--- config.mk ---
export PLATFORM = sky130hd
export DESIGN_NAME = sirv_gnrl_rrarb_buf
export DESIGN_NICKNAME = d
export VERILOG_FILES = /design/src/rtl/sirv_gnrl_rrarb_buf.sv
export SDC_FILE = /design/constraint.sdc
export NUM_CORES = 1
export LEC_CHECK = 0
export ABC_AREA = 1
export BUFFER_PORTS_ARGS = -buffer_cell sky130_fd_sc_hd__buf_2
export CAP_MARGIN = 20
export CORE_MARGIN = 3
export CORE_UTILIZATION = 39
export DETAILED_ROUTE_END_ITERATION = 16
export MAX_ROUTING_LAYER = met4
export PLACE_DENSITY = 0.77
export SYNTH_ARGS = -nofsm -noshare
export SYNTH_HDL_FRONTEND = slang
export SYNTH_SLANG_ARGS = --single-unit
--- constraint.sdc ---
create_clock -name clk -period 1.5 [get_ports clk]
set_input_delay 0.075 -clock clk [delete_from_list [all_inputs] [get_ports clk]]
set_output_delay 0.075 -clock clk [all_outputs]
set_load 0.01 [all_outputs]
--- src/rtl/sirv_gnrl_rrarb_buf.sv ---
// Round-robin arbiter sharing one load-enable holding register among N valid/ready writers.
// Latency: accept at edge t -> item on o_dat/o_src in cycle t+1; no combinational path i_dat -> o_dat.
// Backpressure: i_rdy depends combinationally on o_rdy; a held item with o_rdy=0 blocks every writer.
//
// Ports:
//   clk, rst_n          clock (posedge) and asynchronous active-low reset
//   i_vld/i_rdy/i_dat   N requesters; requester k owns i_dat[k*DW +: DW]; at most one i_rdy bit high
//   o_vld/o_rdy         downstream handshake for the holding register
//   o_dat/o_src         held data and the index of the requester that supplied it
//   busy                mirrors o_vld
module sirv_gnrl_rrarb_buf #(
    parameter  int N    = 4,
    parameter  int DW   = 32,
    localparam int IDXW = (N > 1) ? $clog2(N) : 1
) (
    input  logic                clk,
    input  logic                rst_n,
    input  logic [N-1:0]        i_vld,
    output logic [N-1:0]        i_rdy,
    input  logic [N*DW-1:0]     i_dat,
    output logic                o_vld,
    input  logic                o_rdy,
    output logic [DW-1:0]       o_dat,
    output logic [IDXW-1:0]     o_src,
    output logic                busy
);

    logic                vld_q, vld_d;
    logic [IDXW-1:0]     ptr_q, ptr_d;
    logic [DW-1:0]       dat_q, dat_d;
    logic [IDXW-1:0]     src_q, src_d;

    logic                can_load;
    logic                accept;
    logic [N-1:0]        gnt;
    logic [IDXW-1:0]     gnt_idx;
    logic [DW-1:0]       gnt_dat;
    logic                found;

    // The slot is free when empty or when its current item leaves this cycle,
    // which lets the buffer drain and refill on the same edge.
    assign can_load = ~vld_q | o_rdy;

    // Rotating priority search: first pass covers ptr_q..N-1, second pass
    // wraps around to 0..ptr_q-1. Loop indices stay constant after unrolling.
    always_comb begin
        gnt     = '0;
        gnt_idx = '0;
        found   = 1'b0;
        for (int k = 0; k < N; k++) begin
            if (!found && (k >= int'(ptr_q)) && i_vld[k]) begin
                gnt[k]  = 1'b1;
                gnt_idx = IDXW'(k);
                found   = 1'b1;
            end
        end
        for (int k = 0; k < N; k++) begin
            if (!found && (k < int'(ptr_q)) && i_vld[k]) begin
                gnt[k]  = 1'b1;
                gnt_idx = IDXW'(k);
                found   = 1'b1;
            end
        end
    end

    // One-hot grant selects the winning data word.
    always_comb begin
        gnt_dat = '0;
        for (int k = 0; k < N; k++) begin
            if (gnt[k]) begin
                gnt_dat = i_dat[k*DW +: DW];
            end
        end
    end

    assign i_rdy  = gnt & {N{can_load}};
    assign accept = can_load & found;

    always_comb begin
        vld_d = vld_q;
        ptr_d = ptr_q;
        dat_d = dat_q;
        src_d = src_q;
        if (accept) begin
            vld_d = 1'b1;
            dat_d = gnt_dat;
            src_d = gnt_idx;
            // Priority moves to the requester just after the winner.
            ptr_d = (gnt_idx == IDXW'(N - 1)) ? '0 : IDXW'(gnt_idx + 1'b1);
        end else if (o_rdy) begin
            vld_d = 1'b0;
        end
    end

    always_ff @(posedge clk or negedge rst_n) begin
        if (!rst_n) begin
            vld_q <= 1'b0;
            ptr_q <= '0;
            dat_q <= '0;
            src_q <= '0;
        end else begin
            vld_q <= vld_d;
            ptr_q <= ptr_d;
            dat_q <= dat_d;
            src_q <= src_d;
        end
    end

    assign o_vld = vld_q;
    assign busy  = vld_q;
    assign o_dat = dat_q;
    assign o_src = src_q;

endmodule

[After elaboration in Yosys (flattened, before gate mapping)]
Cells that the tools add are included.
Operators by class
  mux-type cells: 26
  magnitude comparators: 6
  add/sub/neg operators: 1
  reductions and logical operators: 19
  bitwise gates (word level): 4
  equal/unequal tests: 1
Operator list (count)
  2-to-1 mux 32 bit: 4
  2-to-1 mux 1 bit: 16
  logical AND 1 bit: 12
  2-to-1 mux 2 bit: 6
  zero test 1 bit: 6
  AND 4 bit: 1
  greater-or-equal comparator 1 x 2 -> 1 bit (first input constant): 2
  less-than comparator 1 x 2 -> 1 bit (first input constant): 2
  adder 2 x 1 -> 2 bit (second input constant): 1
  == test 2 bit (second input constant): 1
  greater-or-equal comparator 2 bit (first input constant): 1
  less-than comparator 2 bit (first input constant): 1
  nonzero test 2 bit: 1
  AND 1 bit: 1
  NOT 1 bit: 1
  OR 1 bit: 1
Word-level totals
  bits in registers: 37
  output and inout port bits: 40
  input port bits: 135
  word-level logic and storage cells: 61

[Depth between registers and ports, before layout]
  depth after elaboration: 28
  gate-level depth with buffers: 12
  gate-level depth less buffers: 11

[Worst setup path before layout]
Ideal clock, no wire load.
  path type: register to register
  start point: register ptr_q[1]
  end point: register dat_q[0] (netlist: o_dat[0])
  arrival time: 1418 ps
  slack: -31 ps
  data required time: 1387 ps
  buffers on the path: 1
  stages on the path, launching flop included: 12
  clock period less this slack: 1531 ps
  path through: dfrtp_1 -> nor2_1 -> nand2_2 -> nand2_2 -> inv_1 -> nand3_1 -> buf_2 -> nor2_1 -> nor2_1 -> nand3_2 -> nand2_1 -> inv_1
On the way
  cells in the longest elaborated chain, start to end: 28
  elaborated cells on any way between the ends: 42
  classes of those cells: 6 x order compare; 17 x mux; 1 x bitwise; 18 x reduce/logical
RTL lines
  start: declaration: line 29  | logic [IDXW-1:0] ptr_q, ptr_d;
  start signal: assignment: line 103  | ptr_q <= ptr_d;
  greater-or-equal comparator 1 x 2 -> 1 bit: line 51  | if (!found && (k >= int'(ptr_q)) && i_vld[k]) begin
  logical AND 1 bit: line 51
  2-to-1 mux 1 bit: line 51
  zero test 1 bit: line 51
  logical AND 1 bit (2 in a row): line 51
  2-to-1 mux 1 bit: line 51
  zero test 1 bit: line 51
  logical AND 1 bit (2 in a row): line 51
  [7 not listed]
  2-to-1 mux 1 bit: line 58  | if (!found && (k < int'(ptr_q)) && i_vld[k]) begin
  zero test 1 bit: line 58
  logical AND 1 bit (2 in a row): line 58
  2-to-1 mux 1 bit: line 58
  zero test 1 bit: line 58
  logical AND 1 bit (2 in a row): line 58
  2-to-1 mux 1 bit: line 58
  2-to-1 mux 32 bit (2 in a row): line 70  | if (gnt[k]) begin
  end signal: assignment: line 104  | dat_q <= dat_d;
  end: declaration: line 30  | logic [DW-1:0] dat_q, dat_d;
Parallel ways exist; a longest one is shown, timed or not.
A chain may end at the register's enable or synchronous reset.

[Worst setup path after layout]
  start point: register ptr_q[1]
  end point: output port i_rdy[1]
On the way
  cells in the longest elaborated chain, start to end: 23
  elaborated cells on any way between the ends: 28
  classes of those cells: 5 x order compare; 7 x mux; 1 x bitwise; 15 x reduce/logical
RTL lines
  greater-or-equal comparator 1 x 2 -> 1 bit: line 51
  logical AND 1 bit: line 51
  2-to-1 mux 1 bit: line 51
  zero test 1 bit: line 51
  logical AND 1 bit (2 in a row): line 51
  2-to-1 mux 1 bit: line 51
  zero test 1 bit: line 51
  logical AND 1 bit (2 in a row): line 51
  [3 not listed]
  2-to-1 mux 1 bit: line 51
  zero test 1 bit: line 58
  logical AND 1 bit (2 in a row): line 58
  2-to-1 mux 1 bit: line 58
  zero test 1 bit: line 58
  logical AND 1 bit (2 in a row): line 58
  2-to-1 mux 1 bit *: line 58
  AND 4 bit *: line 76  | assign i_rdy = gnt & {N{can_load}};
  end: declaration: line 19  | output logic [N-1:0] i_rdy,
Every way passes the cells marked *; elsewhere a longest branch is shown, timed or not.

==> results.yml <==
detailed_routing:
  vias: 3271
  drt_iter0_markers: 85
  ant_nets: 0
  drt-pass1-iter-count: 4
  drc: 0
  vias_per_cell: 4.530
  wire_per_inst_um: 12.36
  drt-total-wl_um: 8925
sta:
  slew_headroom_pct: 66.74
  finClkSkew_ps: 5.589
  tightest_slew_ps: 499.0
  finalCritPeriodShare_pct: 120.4
  slew_viol_final: 0
  timing.final.ws_setup_ps: -306.7
  finalHoldViolations: 0
  setup_violations: 41
  period_needed_ps: 1807
  rsz0062_at_grt: "true"
  fmax_mhz: 553.5
synthesis:
  syn_area_per_cell_um2: 6.384
  syn_inst: 430
  synth_area_um2: 2745
  ys_ff_latch: 37
  syn-num-nets: 565
  yosysTopAreaCell: "dfrtp_1"
  synth_area_leaders: "dfrtp_1 (34%), nand2_1 (23%), inv_1 (7.8%), nor2_1 (6.7%), and2_1 (4.6%)"
  synth_cell_types: 25
  yosys_warnings: 0
  yosysSeqAreaShare_pct: 33.73
  synth_top_cell_area_share_pct: 33.73
floorplanning:
  die_area_um2: 8081
  dieWidth_um: 89.90
  fp.coreArea_um2: 6568
  start_util_pct: 41.80
  die_h_um: 89.90
  io_pins: 175
  fp-row-count: 29
clock_network:
  insertion_delay_ps: 280
  clock_sinks: 37
  cts-root-buf: "clkbuf_8"
  cts_tree: "done"
  clk_path_buf_depth: 2
  clkTransAtPathRegs_ps: 70
  htree_levels: 2
  cts_buffers: 5
setup_path:
  required_ps: 1420
  critPathLaunchType: "flip-flop"
  critPathCapture: "i_rdy[1]"
  rrSetupSlack_ps: -290
  arrival_ps: 1730
  crit_family: "buffers and inverters"
  crit_path_max_fanout: 6
  worst_path_max_delay_cell: "dfrtp_2"
  regToRegEndpoint: "o_dat[15]"
  criticalPathCategory: "reg -> out"
  worstReg2RegStart: "ptr_q[0]"
  rr_worst_depth: 14
  cpPeakStageDelay_ps: 460
  cp_num_cells: 9
  critPathBufInv: 5
  crit_chain: "buf_4 -> o21ai_4 -> buf_6 -> nand3_2 -> nand2_4 -> buf_12 -> nand2_1 -> inv_1 -> buf_2"
  end_kind: "output port"
  worstSetupStartpoint: "ptr_q[1]"
placed_design:
  routabilityCongestion: 0.8007
  io_buffers: 174
  postPlaceCellArea_um2: 3799
  dpl.hpwl_um: 6517
  place_inst: 699
finish:
  antenna_cells: 0
  drive_gt1_share_pct: 41.65
  register_area_um2: 927.1
  fillers: 591
  design_area_um2: 4214
  area_delta_synth_final_pct: 53.51
  layoutNonFillerInstCount: 722
  multi_input_area_um2: 1544
  nNetsFinal: 764
status:
  violations: "negative setup slack"
  status: "complete, but fails checks"
run:
  cap_violations: 0
global_routing:
  grt-ovfl-total: 0
  grt_first_pass_wirelength_um: 14460
  track_usage_pct: 22.26
  grt_max_degree: 27
  grt_pass1_vias: 3191
  antenna_found_initial: 0
min_path:
  hold_start: "i_dat[68]"
  min_path_type: "in -> reg"
pwr:
  peakVddDrop_v: 0.0007284
  power_mw: 6.662
  power.leakage_nw: 2.408
  power.density_nw_per_um2: 1581
## sequential cells by signal, summed over array words and instances, names as in the netlist
name / cells
o_src: 2
busy: 1
ptr_q: 2
o_dat: 32
## area by class of cell
type | instances | share of cell area, %
multi-input combinational | 315 | 36.64
timing repair buffer | 210 | 30.52
sequential | 37 | 22.00
inverter | 58 | 5.612
tap | 93 | 2.761
clock buffer | 7 | 2.049
timing repair inverter | 2 | 0.4157
## synth_stat cells
master      n
dfrtp_1    37
and2_0      2
nor2_4      1
and2_1     20
inv_1      57
buf_4       7
o211ai_1    1
a21oi_1     1
nand2_4     1
inv_2       1
o21ai_0     2
nand4_2     1
nand3_2     6
or2_0      16
nand3_1    19
buf_2       6
nand4_1    11
nor2_1     49
a31oi_1     1
nand2_1   168
o21ai_1     1
o31ai_1     1
buf_6       7
nand2_2     8
or2_2       6
## worst min path at each step
| stage | end | slack (ps) | depth (start not counted) |
|---|---|---|---|
| after floorplan | busy | -220 | 0 |
| after global placement | o_dat[10] | 60 | 1 |
| after detailed placement | o_dat[10] | 70 | 1 |
| after CTS | o_dat[4] | 80 | 5 |
| after global routing | o_dat[8] | 110 | 5 |
| final | o_dat[4] | 90 | 5 |
## kinds of logic (layout without fill, tap and decap cells)
logic type	count (synthesis)	after routing	synth area share [%]
DFF	37	37	33.73
and+or+nand+nor	308	308	50.96
buffers and inverters	78	277	13.81
AOI/OAI and AO/OA	7	7	1.504
## worst register-to-register path: cells and delay by family, from the launching register on
kind / cells / cell delay (ps)
buffers and inverters: 4 / 400
DFF: 1 / 440
and+or+nand+nor: 10 / 840
## per-layer routing
layer  routed length [um]  track usage [%]
met3                  691            4.925
met5                    0                -
met2                 4454            39.72
met1                 3615            24.59
met4                  163            7.526
## metrics by stage
stage               TNS, ps  worst slack, ps  utilization, %  hold WS, ps
floorplan            -51.62           -10.32               -       -220.6
global placement      -2416           -106.5           57.84        62.23
detailed placement    -5187           -201.6           57.84        73.01
CTS                   -7504           -240.2           62.05        76.04
global route         -13870           -395.0           64.16        110.2
finish                -9472           -306.7           64.16        87.61
## cell usage in the layout (no fill, tap or decap), types with 11 or more instances in the layout
cell	count
and2_1	19
or2_0	16
nor2_1	47
nand2_1	161
buf_4	16
nand3_1	16
nand4_1	11
dfrtp_1	36
inv_1	53
buf_2	174
nand2_2	11
## power by group
part	switching [mW]	total [mW]	internal, mW
logic	2.27	4.21	1.93
clock network	0.321	0.685	0.364
registers	0.275	1.77	1.49
## what timing repair did
action / CTS / global route
pin swaps: 7 / 13
hold buffers: 1 / 0
buffers inserted: 9 / 4
endpoints found under the setup margin: 40 / 41
hold endpoints to repair: 20 / 0
cloned: 2 / 2
resized for setup: 23 / 32
Note: power is estimated with default switching activity, not from simulation.
